### config.mk
export PLATFORM = sky130hd
export DESIGN_NAME = cmp_slice_cascade
export DESIGN_NICKNAME = d
export VERILOG_FILES = /design/src/rtl/cmp_slice_cascade.sv
export SDC_FILE = /design/constraint.sdc
export NUM_CORES = 1
export LEC_CHECK = 0
export CAP_MARGIN = 25
export CORE_UTILIZATION = 52
export DETAILED_ROUTE_END_ITERATION = 6
export PLACE_DENSITY = 0.82
export SLEW_MARGIN = 20
export SYNTH_ARGS = -nofsm -noshare
export SYNTH_HDL_FRONTEND = slang
export SYNTH_SLANG_ARGS = --single-unit
### constraint.sdc
create_clock -name clk -period 2.82 [get_ports clk]
set_clock_uncertainty 0.1 [all_clocks]
set_input_delay 0.705 -clock clk [delete_from_list [all_inputs] [get_ports clk]]
set_output_delay 0.705 -clock clk [all_outputs]
set_load 0.005 [all_outputs]
### src/rtl/cmp_slice_cascade.sv
`default_nettype none
// ============================================================================
//  Module   : cmp_slice_cascade
//  Purpose  : Serial cascade stage for a 2-bit magnitude comparator. Takes one
//             slice result (e/g/l) per handshake, most-significant slice
//             first, and resolves the equal/greater/less relation of two
//             NSLICES*2-bit words. The first non-equal slice decides.
//  Revision : 1.0 - initial release
// ============================================================================
module cmp_slice_cascade #(
    parameter int NSLICES = 4,   // slices per word, 1..255
    parameter int CW      = 8    // slice counter width, 2**CW > NSLICES
) (
    input  logic          clk,
    input  logic          rst_n,
    input  logic          start,
    input  logic          s_valid,
    input  logic          s_e,
    input  logic          s_g,
    input  logic          s_l,
    output logic          s_ready,
    output logic          busy,
    output logic          done,
    output logic          eq,
    output logic          gt,
    output logic          lt,
    output logic          err,
    output logic [CW-1:0] slice_cnt
);

    // Count value of the final slice and the saturation ceiling.
    localparam logic [CW-1:0] c_last = CW'(NSLICES - 1);
    localparam logic [CW-1:0] c_full = CW'(NSLICES);

    typedef enum logic [1:0] {
        S_IDLE    = 2'd0,
        S_COLLECT = 2'd1,
        S_DONE    = 2'd2
    } state_t;

    state_t r_state;

    // Pending result: once r_decided is set the pending flags are frozen so
    // less-significant slices cannot override the more-significant verdict.
    logic r_decided;
    logic r_pend_gt;
    logic r_pend_lt;

    logic w_onehot;
    logic w_dec_gt;
    logic w_dec_lt;
    logic w_nxt_gt;
    logic w_nxt_lt;
    logic w_accept;
    logic w_last;

    // Slice classification and the pending result including the current slice.
    // A malformed slice (zero or several flags) never decides: it counts as equal.
    always_comb begin
        w_onehot = (s_e & ~s_g & ~s_l) |
                   (~s_e & s_g & ~s_l) |
                   (~s_e & ~s_g & s_l);
        w_dec_gt = ~r_decided & w_onehot & s_g;
        w_dec_lt = ~r_decided & w_onehot & s_l;
        w_nxt_gt = r_pend_gt | w_dec_gt;
        w_nxt_lt = r_pend_lt | w_dec_lt;
        w_accept = s_valid & s_ready;
        w_last   = (slice_cnt == c_last);
    end

    // Control FSM with all outputs registered.
    always_ff @(posedge clk or negedge rst_n) begin
        if (!rst_n) begin
            r_state   <= S_IDLE;
            r_decided <= 1'b0;
            r_pend_gt <= 1'b0;
            r_pend_lt <= 1'b0;
            s_ready   <= 1'b0;
            busy      <= 1'b0;
            done      <= 1'b0;
            eq        <= 1'b0;
            gt        <= 1'b0;
            lt        <= 1'b0;
            err       <= 1'b0;
            slice_cnt <= '0;
        end else begin
            case (r_state)
                S_IDLE: begin
                    // Previous results stay visible until a new start.
                    done <= 1'b0;
                    if (start) begin
                        r_state   <= S_COLLECT;
                        s_ready   <= 1'b1;
                        busy      <= 1'b1;
                        eq        <= 1'b0;
                        gt        <= 1'b0;
                        lt        <= 1'b0;
                        err       <= 1'b0;
                        slice_cnt <= '0;
                        r_decided <= 1'b0;
                        r_pend_gt <= 1'b0;
                        r_pend_lt <= 1'b0;
                    end
                end

                S_COLLECT: begin
                    // start is deliberately ignored here; s_valid low simply holds.
                    if (w_accept) begin
                        if (slice_cnt != c_full) begin
                            slice_cnt <= slice_cnt + CW'(1);
                        end
                        if (!w_onehot) begin
                            err <= 1'b1;
                        end
                        r_pend_gt <= w_nxt_gt;
                        r_pend_lt <= w_nxt_lt;
                        r_decided <= r_decided | w_dec_gt | w_dec_lt;
                        if (w_last) begin
                            // Final slice: publish the result and stop accepting
                            // so no extra slice is taken on the next edge.
                            r_state <= S_DONE;
                            s_ready <= 1'b0;
                            done    <= 1'b1;
                            gt      <= w_nxt_gt;
                            lt      <= w_nxt_lt;
                            eq      <= ~(w_nxt_gt | w_nxt_lt);
                        end
                    end
                end

                S_DONE: begin
                    // Single-cycle result strobe, then back to IDLE.
                    done    <= 1'b0;
                    busy    <= 1'b0;
                    s_ready <= 1'b0;
                    r_state <= S_IDLE;
                end

                default: begin
                    r_state <= S_IDLE;
                    s_ready <= 1'b0;
                    busy    <= 1'b0;
                    done    <= 1'b0;
                end
            endcase
        end
    end

endmodule
`default_nettype wire

==> results of run 1 <==
[power groups by stage]
stage          Combinational [mW]  Sequential (mW)  Clock [mW]
3_5_place_dp                0.448            0.452           0
2_1_floorplan               0.238            0.444           0
5_1_grt                     0.496            0.457       0.153
3_3_place_gp                0.435            0.450           0
4_1_cts                     0.452            0.447       0.146
6_report                    0.449            0.447       0.145
[final timing paths]
| kind | from | end | slack [ns] |
|---|---|---|---|
| setup / recovery | slice_cnt[2]$_DFFE_PN0P_ | slice_cnt[2] | 0.65 |
| hold / removal | gt$_DFFE_PN0P_ | gt$_DFFE_PN0P_ | 0.41 |
| setup reg to reg | slice_cnt[5]$_DFFE_PN0P_ | slice_cnt[0]$_DFFE_PN0P_ | 0.95 |
| hold reg to reg | gt$_DFFE_PN0P_ | gt$_DFFE_PN0P_ | 0.41 |
| max in group asynchronous | rst_n | slice_cnt[2]$_DFFE_PN0P_ | 1.80 |
| min in group asynchronous | rst_n | lt$_DFFE_PN0P_ | 0.62 |
[area by class of cell]
| cell class | instances | area (sq um) |
|---|---|---|
| Clock buffer | 3 | 22.5 |
| Sequential cell | 19 | 475 |
| Clock inverter | 1 | 5.00 |
| Multi-Input combinational cell | 71 | 450 |
| Fill cell | 147 | 497 |
| Tap cell | 25 | 31.3 |
| Timing Repair Buffer | 22 | 218 |
| Inverter | 7 | 27.5 |
[metrics by stage]
| step | std cells | hold slack, ns | setup slack [ns] | power [mW] |
|---|---|---|---|---|
| 2_1_floorplan | 99 | 0.309 | 1.02 | 0.682 |
| 3_3_place_gp | 144 | 0.366 | 0.453 | 0.885 |
| 3_5_place_dp | 144 | 0.381 | 0.437 | 0.900 |
| 4_1_cts | 148 | 0.413 | 0.651 | 1.04 |
| 5_1_grt | 148 | 0.417 | 0.613 | 1.11 |
| 6_report | 148 | 0.408 | 0.653 | 1.04 |
[sequential cells by signal (all words and copies together), names as in the netlist]
| register | flops |
|---|---|
| err | 1 |
| slice_cnt | 8 |
| busy | 1 |
| lt | 1 |
| gt | 1 |
| r_state | 2 |
| r_decided | 1 |
| done | 1 |
| r_pend_gt | 1 |
| r_pend_lt | 1 |
| eq | 1 |
[synth_stat cells]
library cell	number	area share, %
a31oi_1	2	1.3
and2_0	1	0.65
nand2_1	9	3.5
nor4b_4	1	2.5
clkinv_2	1	0.52
o21ai_0	5	2.6
a21o_1	1	0.78
o21ai_2	1	0.91
clkbuf_1	1	0.39
nand3b_1	1	0.78
xor2_1	2	1.8
or4b_2	1	1.0
nand4_1	1	0.65
nand4b_1	2	1.8
ha_1	2	2.6
o2bb2ai_1	2	1.8
o22ai_1	1	0.65
mux2i_1	1	1.0
nor2_1	12	4.7
dfrtp_1	19	49
nor2b_1	1	0.65
nor3_1	5	2.6
nor4_1	2	1.3
xnor2_1	3	2.7
and4_1	1	0.91
and2_1	1	0.65
a211oi_1	1	0.78
a21oi_1	6	3.1
o211ai_1	1	0.78
or3_1	1	0.65
nand2_2	1	0.65
or4_4	1	1.2
buf_2	1	0.52
a21boi_0	1	0.78
inv_1	6	2.3
a22o_1	1	0.91
[kinds of logic (layout without fill, tap and decap cells)]
family                     count (synthesis)  after routing
xor gates and xnor gates                   5              5
DFF                                       19             19
muxes                                      1              1
and+or+nand+nor                           41             41
buffers and inverters                      9             33
AOI/OAI and AO/OA                         22             22
adders and majority gates                  2              2
[cell usage in the layout (no fill, tap or decap), types with 3 or more instances in the layout]
master / n
o21ai_0: 5
a21oi_1: 6
nor2_1: 12
nand2_1: 9
xnor2_1: 3
clkbuf_4: 3
clkdlybuf4s50_1: 21
nor3_1: 5
dfrtp_1: 19
inv_1: 6
[metal layers]
metal | part of all wire, % | routed length [um]
met5 | 0 | 0
met4 | 2.2 | 44
met2 | 47 | 933
met1 | 46 | 929
met3 | 4.7 | 94
==> results.sh, run 1 <==
export IMPL_grt_usage_pct=22.0
export IMPL_clockRootBuffer="clkbuf_4"
export IMPL_hold_path_class="register to register"
export IMPL_chipWidth_um=45.0
export IMPL_grt_overflow=0
export IMPL_n_antenna_cell=0
export IMPL_detail_route_antenna_nets=0
export IMPL_cp_required_ns=2.02
export IMPL_arrival_ns=1.36
export IMPL_clock_sinks=19
export IMPL_port_buffers=21
export IMPL_num_rows=15
export IMPL_min_path_cells=1
export IMPL_setup_tns_final_ns=0
export IMPL_final_hold_viol_count=0
export IMPL_vias=810
export IMPL_gp_congestion=0.875
export IMPL_numCtsBuffers=3
export IMPL_cts_tree="done"
export IMPL_antenna_found_initial=0
export IMPL_yosysWarnings=0
export IMPL_synth_xor_area_share_pct=4.55
export IMPL_synthSimpleGateAreaFrac_pct=24.2
export IMPL_status="finished clean"
export IMPL_cts_resized=0
export IMPL_rsz0062_at_grt="no"
export IMPL_grt_pass1_vias=708
export IMPL_ir_drop_mv=0.603
export IMPL_synth_compound_area_share_pct=14.4
export IMPL_final_core_util_pct=71.2
export IMPL_fmax_mhz=461
export IMPL_cts_htree_levels=1
export IMPL_critPathSlowestCell="clkdlybuf4s50_1"
export IMPL_cts_setup_buffers=0
export IMPL_path_depth=1
export IMPL_p_int_uw=655
export IMPL_synthMuxAreaShare_pct=1.04
export IMPL_pwr_share_seq_pct=42.9
export IMPL_cts_hold_buf=0
export IMPL_p_clk_share_pct=13.9
export IMPL_p_per_area_nw_per_um2=847
export IMPL_setup_viol=0
export IMPL_synth_nets=108
export IMPL_placed_area_sq_um=1200
export IMPL_final_layout_size_suffix_gt1_share_pct=8.94
export IMPL_routed_via_density=5.47
export IMPL_yosysSeqAreaShare_pct=49.4
export IMPL_start_kind="register"
export IMPL_finalMaxSlewViolations=0
export IMPL_gr_usage_met2_pct=33.0
export IMPL_path_class="register to output port"
export IMPL_critical_path_top_delay_family="buffers and inverters"
export IMPL_grt_max_degree=20
export IMPL_critPathCaptureType="output port"
export IMPL_fp_coreArea_sq_um=1730
export IMPL_max_stage_delay_ns=0.56
export IMPL_grt_pass1_wl_mm=3.15
export IMPL_swShare_pct=37.1
export IMPL_syn_area_per_cell_sq_um=9.72
export IMPL_area_growth_pct=27.8
export IMPL_slew_headroom_pct=67.5
export IMPL_clk_insertion_delay_late_ns=0.31
export IMPL_r2r_cells=4
export IMPL_combPwrFrac_pct=43.1
export IMPL_drtPass1Iterations=4
export IMPL_ioPinCount=22
export IMPL_wl_per_cell_um=13.5
export IMPL_drv_cap=0
export IMPL_dieArea_sq_um=2030
export IMPL_finalInstanceArea_sq_um=1230
export IMPL_crit_chain="clkdlybuf4s50_1"
export IMPL_clk_pin_slew_ns=0.12
export IMPL_grt_use_met1_pct=30.8
export IMPL_ys_ff_latch=19
export IMPL_gr_usage_met3_pct=3.60
export IMPL_hpwlAfterDp_mm=1.46
export IMPL_drt_total_wl_mm=2.00
export IMPL_netSwitchingPower_uw=387
export IMPL_synth_top_family_by_area="simple AND/OR/NAND/NOR gates"
export IMPL_syn_inst=99
export IMPL_min_period_over_period_pct=76.8
export IMPL_grt_busiest_layer="met2"
export IMPL_clk_path_buf_depth=2
export IMPL_nets=133
export IMPL_finalCriticalPeriod_ns=2.17
export IMPL_route_detailed_drc=0
export IMPL_timing_critical_path_buf_inv=1
export IMPL_die_h_um=45.0
export IMPL_ys_types=36
export IMPL_worstPathMaxFanout=7
export IMPL_drt_iter0_markers=20
export IMPL_netlist_area_sq_um=962
export IMPL_tightest_slew_ns=0.474
export IMPL_initial_core_util_pct=55.7
export IMPL_leakagePower_nw=0.532
export IMPL_synthAdderAreaFrac_pct=2.60
No activity file was read; power rests on OpenSTA's default activity.
==> inputs of run 2 (changes only) <==
--- a/config.mk
+++ b/config.mk
@@ -6,9 +6,9 @@
 export NUM_CORES = 1
 export LEC_CHECK = 0
 export CAP_MARGIN = 25
-export CORE_UTILIZATION = 52
+export CORE_UTILIZATION = 43
 export DETAILED_ROUTE_END_ITERATION = 6
-export PLACE_DENSITY = 0.82
+export PLACE_DENSITY = 0.73
 export SLEW_MARGIN = 20
 export SYNTH_ARGS = -nofsm -noshare
 export SYNTH_HDL_FRONTEND = slang
==> constraint.sdc (replaced) <==
create_clock -name clk -period 1.85 [get_ports clk]
set_clock_uncertainty 0.1 [all_clocks]
set_input_delay 0.4625 -clock clk [delete_from_list [all_inputs] [get_ports clk]]
set_output_delay 0.4625 -clock clk [all_outputs]
set_load 0.005 [all_outputs]
==> run 2 against run 1 <==
Effect of this change: global-route usage decreased by 3.2 points; via count increased by 5.6%; count of clock-buffer cells in the layout unchanged; cell area increased by 9.7%; register-to-register slack got worse by 0.91 ns; utilization decreased by 5.2 points; highest routed layer unchanged; non-clock buffer count increased by 14.
==> results.sh, run 2 (synthesis results as in run 1) <==
export IMPL_p_int_mw=1.08
export IMPL_swShare_pct=36.0
export IMPL_drt_total_wl_mm=2.14
export IMPL_chipWidth_um=49.3
export IMPL_setup_tns_final_ns=0
export IMPL_n_fill_cell=183
export IMPL_path_class="register to register"
export IMPL_grt_pass1_vias=794
export IMPL_grt_max_degree=20
export IMPL_grt_usage_pct=18.8
export IMPL_wl_per_cell_um=13.0
export IMPL_top_register="slice_cnt"
export IMPL_p_total_mw=1.68
export IMPL_largest_reg_flops=8
export IMPL_dp_cells=157
export IMPL_detail_route_antenna_nets=0
export IMPL_layout_common_cells="dfrtp_1 (18), clkdlybuf4s50_1 (16), buf_4 (13)"
export IMPL_grt_overflow=0
export IMPL_clock_sinks=19
export IMPL_start_kind="register"
export IMPL_n_antenna_cell=0
export IMPL_route_detailed_drc=0
export IMPL_multi_input_area_sq_um=455
export IMPL_p_per_area_nw_per_um2=1250
export IMPL_reg_top3="slice_cnt x8, r_state x2"
export IMPL_slew_headroom_pct=74.1
export IMPL_nets=147
export IMPL_routed_via_density=5.21
export IMPL_port_buffers=21
export IMPL_initial_core_util_pct=47.1
export IMPL_cp_required_ns=1.95
export IMPL_hpwlAfterDp_mm=1.59
export IMPL_fmax_mhz=551
export IMPL_vias=855
export IMPL_worstPathMaxFanout=3
export IMPL_cts_htree_levels=1
export IMPL_leakagePower_nw=0.642
export IMPL_final_hold_viol_count=0
export IMPL_rsz0062_at_grt="yes"
export IMPL_min_period_over_period_pct=98.1
export IMPL_final_core_util_pct=66.1
export IMPL_combPwrFrac_pct=48.9
export IMPL_setup_viol=0
export IMPL_critPathSlowestCell="or4_4"
export IMPL_numCtsBuffers=3
export IMPL_critical_path_top_delay_family="simple AND/OR/NAND/NOR gates"
export IMPL_placed_area_sq_um=1290
export IMPL_crit_chain="or4_4 > nor4b_4 > o21ai_2 > a22o_1"
export IMPL_fp_coreArea_sq_um=2040
export IMPL_clockRootBuffer="clkbuf_4"
export IMPL_regArea_sq_um=477
export IMPL_hold_path_class="input port to async pin"
export IMPL_clk_insertion_delay_late_ns=0.30
export IMPL_antenna_found_initial=0
export IMPL_area_growth_pct=40.2
export IMPL_final_cells=164
export IMPL_layout_commonest_cell="dfrtp_1"
export IMPL_die_h_um=49.3
export IMPL_pwr_share_seq_pct=38.2
export IMPL_dieArea_sq_um=2430
export IMPL_finalInstanceArea_sq_um=1350
export IMPL_dp_slack_ns=-0.184
export IMPL_clk_path_buf_depth=2
export IMPL_ioPinCount=22
export IMPL_whs_ns=0.379
export IMPL_finalCriticalPeriod_ns=1.81
export IMPL_cts_tree="done"
export IMPL_drt_iter0_markers=16
export IMPL_max_stage_delay_ns=0.58
export IMPL_timing_critical_path_buf_inv=0
export IMPL_clk_pin_slew_ns=0.11
export IMPL_ir_drop_mv=0.735
export IMPL_status="finished clean"
export IMPL_drtPass1Iterations=4
export IMPL_final_layout_size_suffix_gt1_share_pct=19.7
export IMPL_finalMaxSlewViolations=0
export IMPL_critPathCaptureType="register"
export IMPL_p_clk_share_pct=12.9
export IMPL_num_rows=16
export IMPL_fin_ws_ns=0.0353
export IMPL_arrival_ns=1.92
export IMPL_grt_pass1_wl_mm=3.42
export IMPL_gp_congestion=0.855
export IMPL_drv_cap=0
export IMPL_tightest_slew_ns=0.388
export IMPL_netSwitchingPower_uw=606
-- run 2: final timing paths --
check / depth (start not counted) / from / slack, ns / end
setup / recovery: 4 / slice_cnt[5]$_DFFE_PN0P_ / 0.04 / eq$_DFFE_PN0P_
hold / removal: 2 / rst_n / 0.38 / slice_cnt[1]$_DFFE_PN0P_
setup reg to reg: 4 / slice_cnt[5]$_DFFE_PN0P_ / 0.04 / eq$_DFFE_PN0P_
hold reg to reg: 1 / lt$_DFFE_PN0P_ / 0.40 / lt$_DFFE_PN0P_
max in group asynchronous: 2 / rst_n / 1.05 / slice_cnt[7]$_DFFE_PN0P_
min in group clk: 1 / lt$_DFFE_PN0P_ / 0.40 / lt$_DFFE_PN0P_
-- run 2: power groups by stage --
stage / clock network [mW] / logic, mW / registers (mW)
after floorplan: 0 / 0.363 / 0.677
after global placement: 0 / 0.771 / 0.655
after detailed placement: 0 / 0.784 / 0.659
after CTS: 0.218 / 0.819 / 0.643
after global routing: 0.237 / 0.902 / 0.659
final: 0.217 / 0.823 / 0.643
-- run 2: final cells by class --
cell class	instances	share of cell area, %
clock buffer	3	1.67
clock inverter	1	0.371
inverter	7	2.04
multi-input combinational	71	33.8
sequential	19	35.3
tap	27	2.50
timing repair buffer	36	24.3
-- run 2: metal layers --
metal / up-vias / part of all wire [%] / GRT usage, %
met3: 4 / 4.2 / 2.80
met2: 22 / 45 / 28.3
met1: 402 / 49 / 26.8
li1: 427 / - / -
met4: 0 / 1.2 / 7.84
met5: - / 0 / 0
-- run 2: repair_timing --
item / in CTS / in global routing
setup endpoints to repair: 6 / 7
resized for setup: 7 / 2
cloned: 0 / 0
hold buffers: 0 / 0
pin swaps: 0 / 0
buffers inserted: 3 / 0
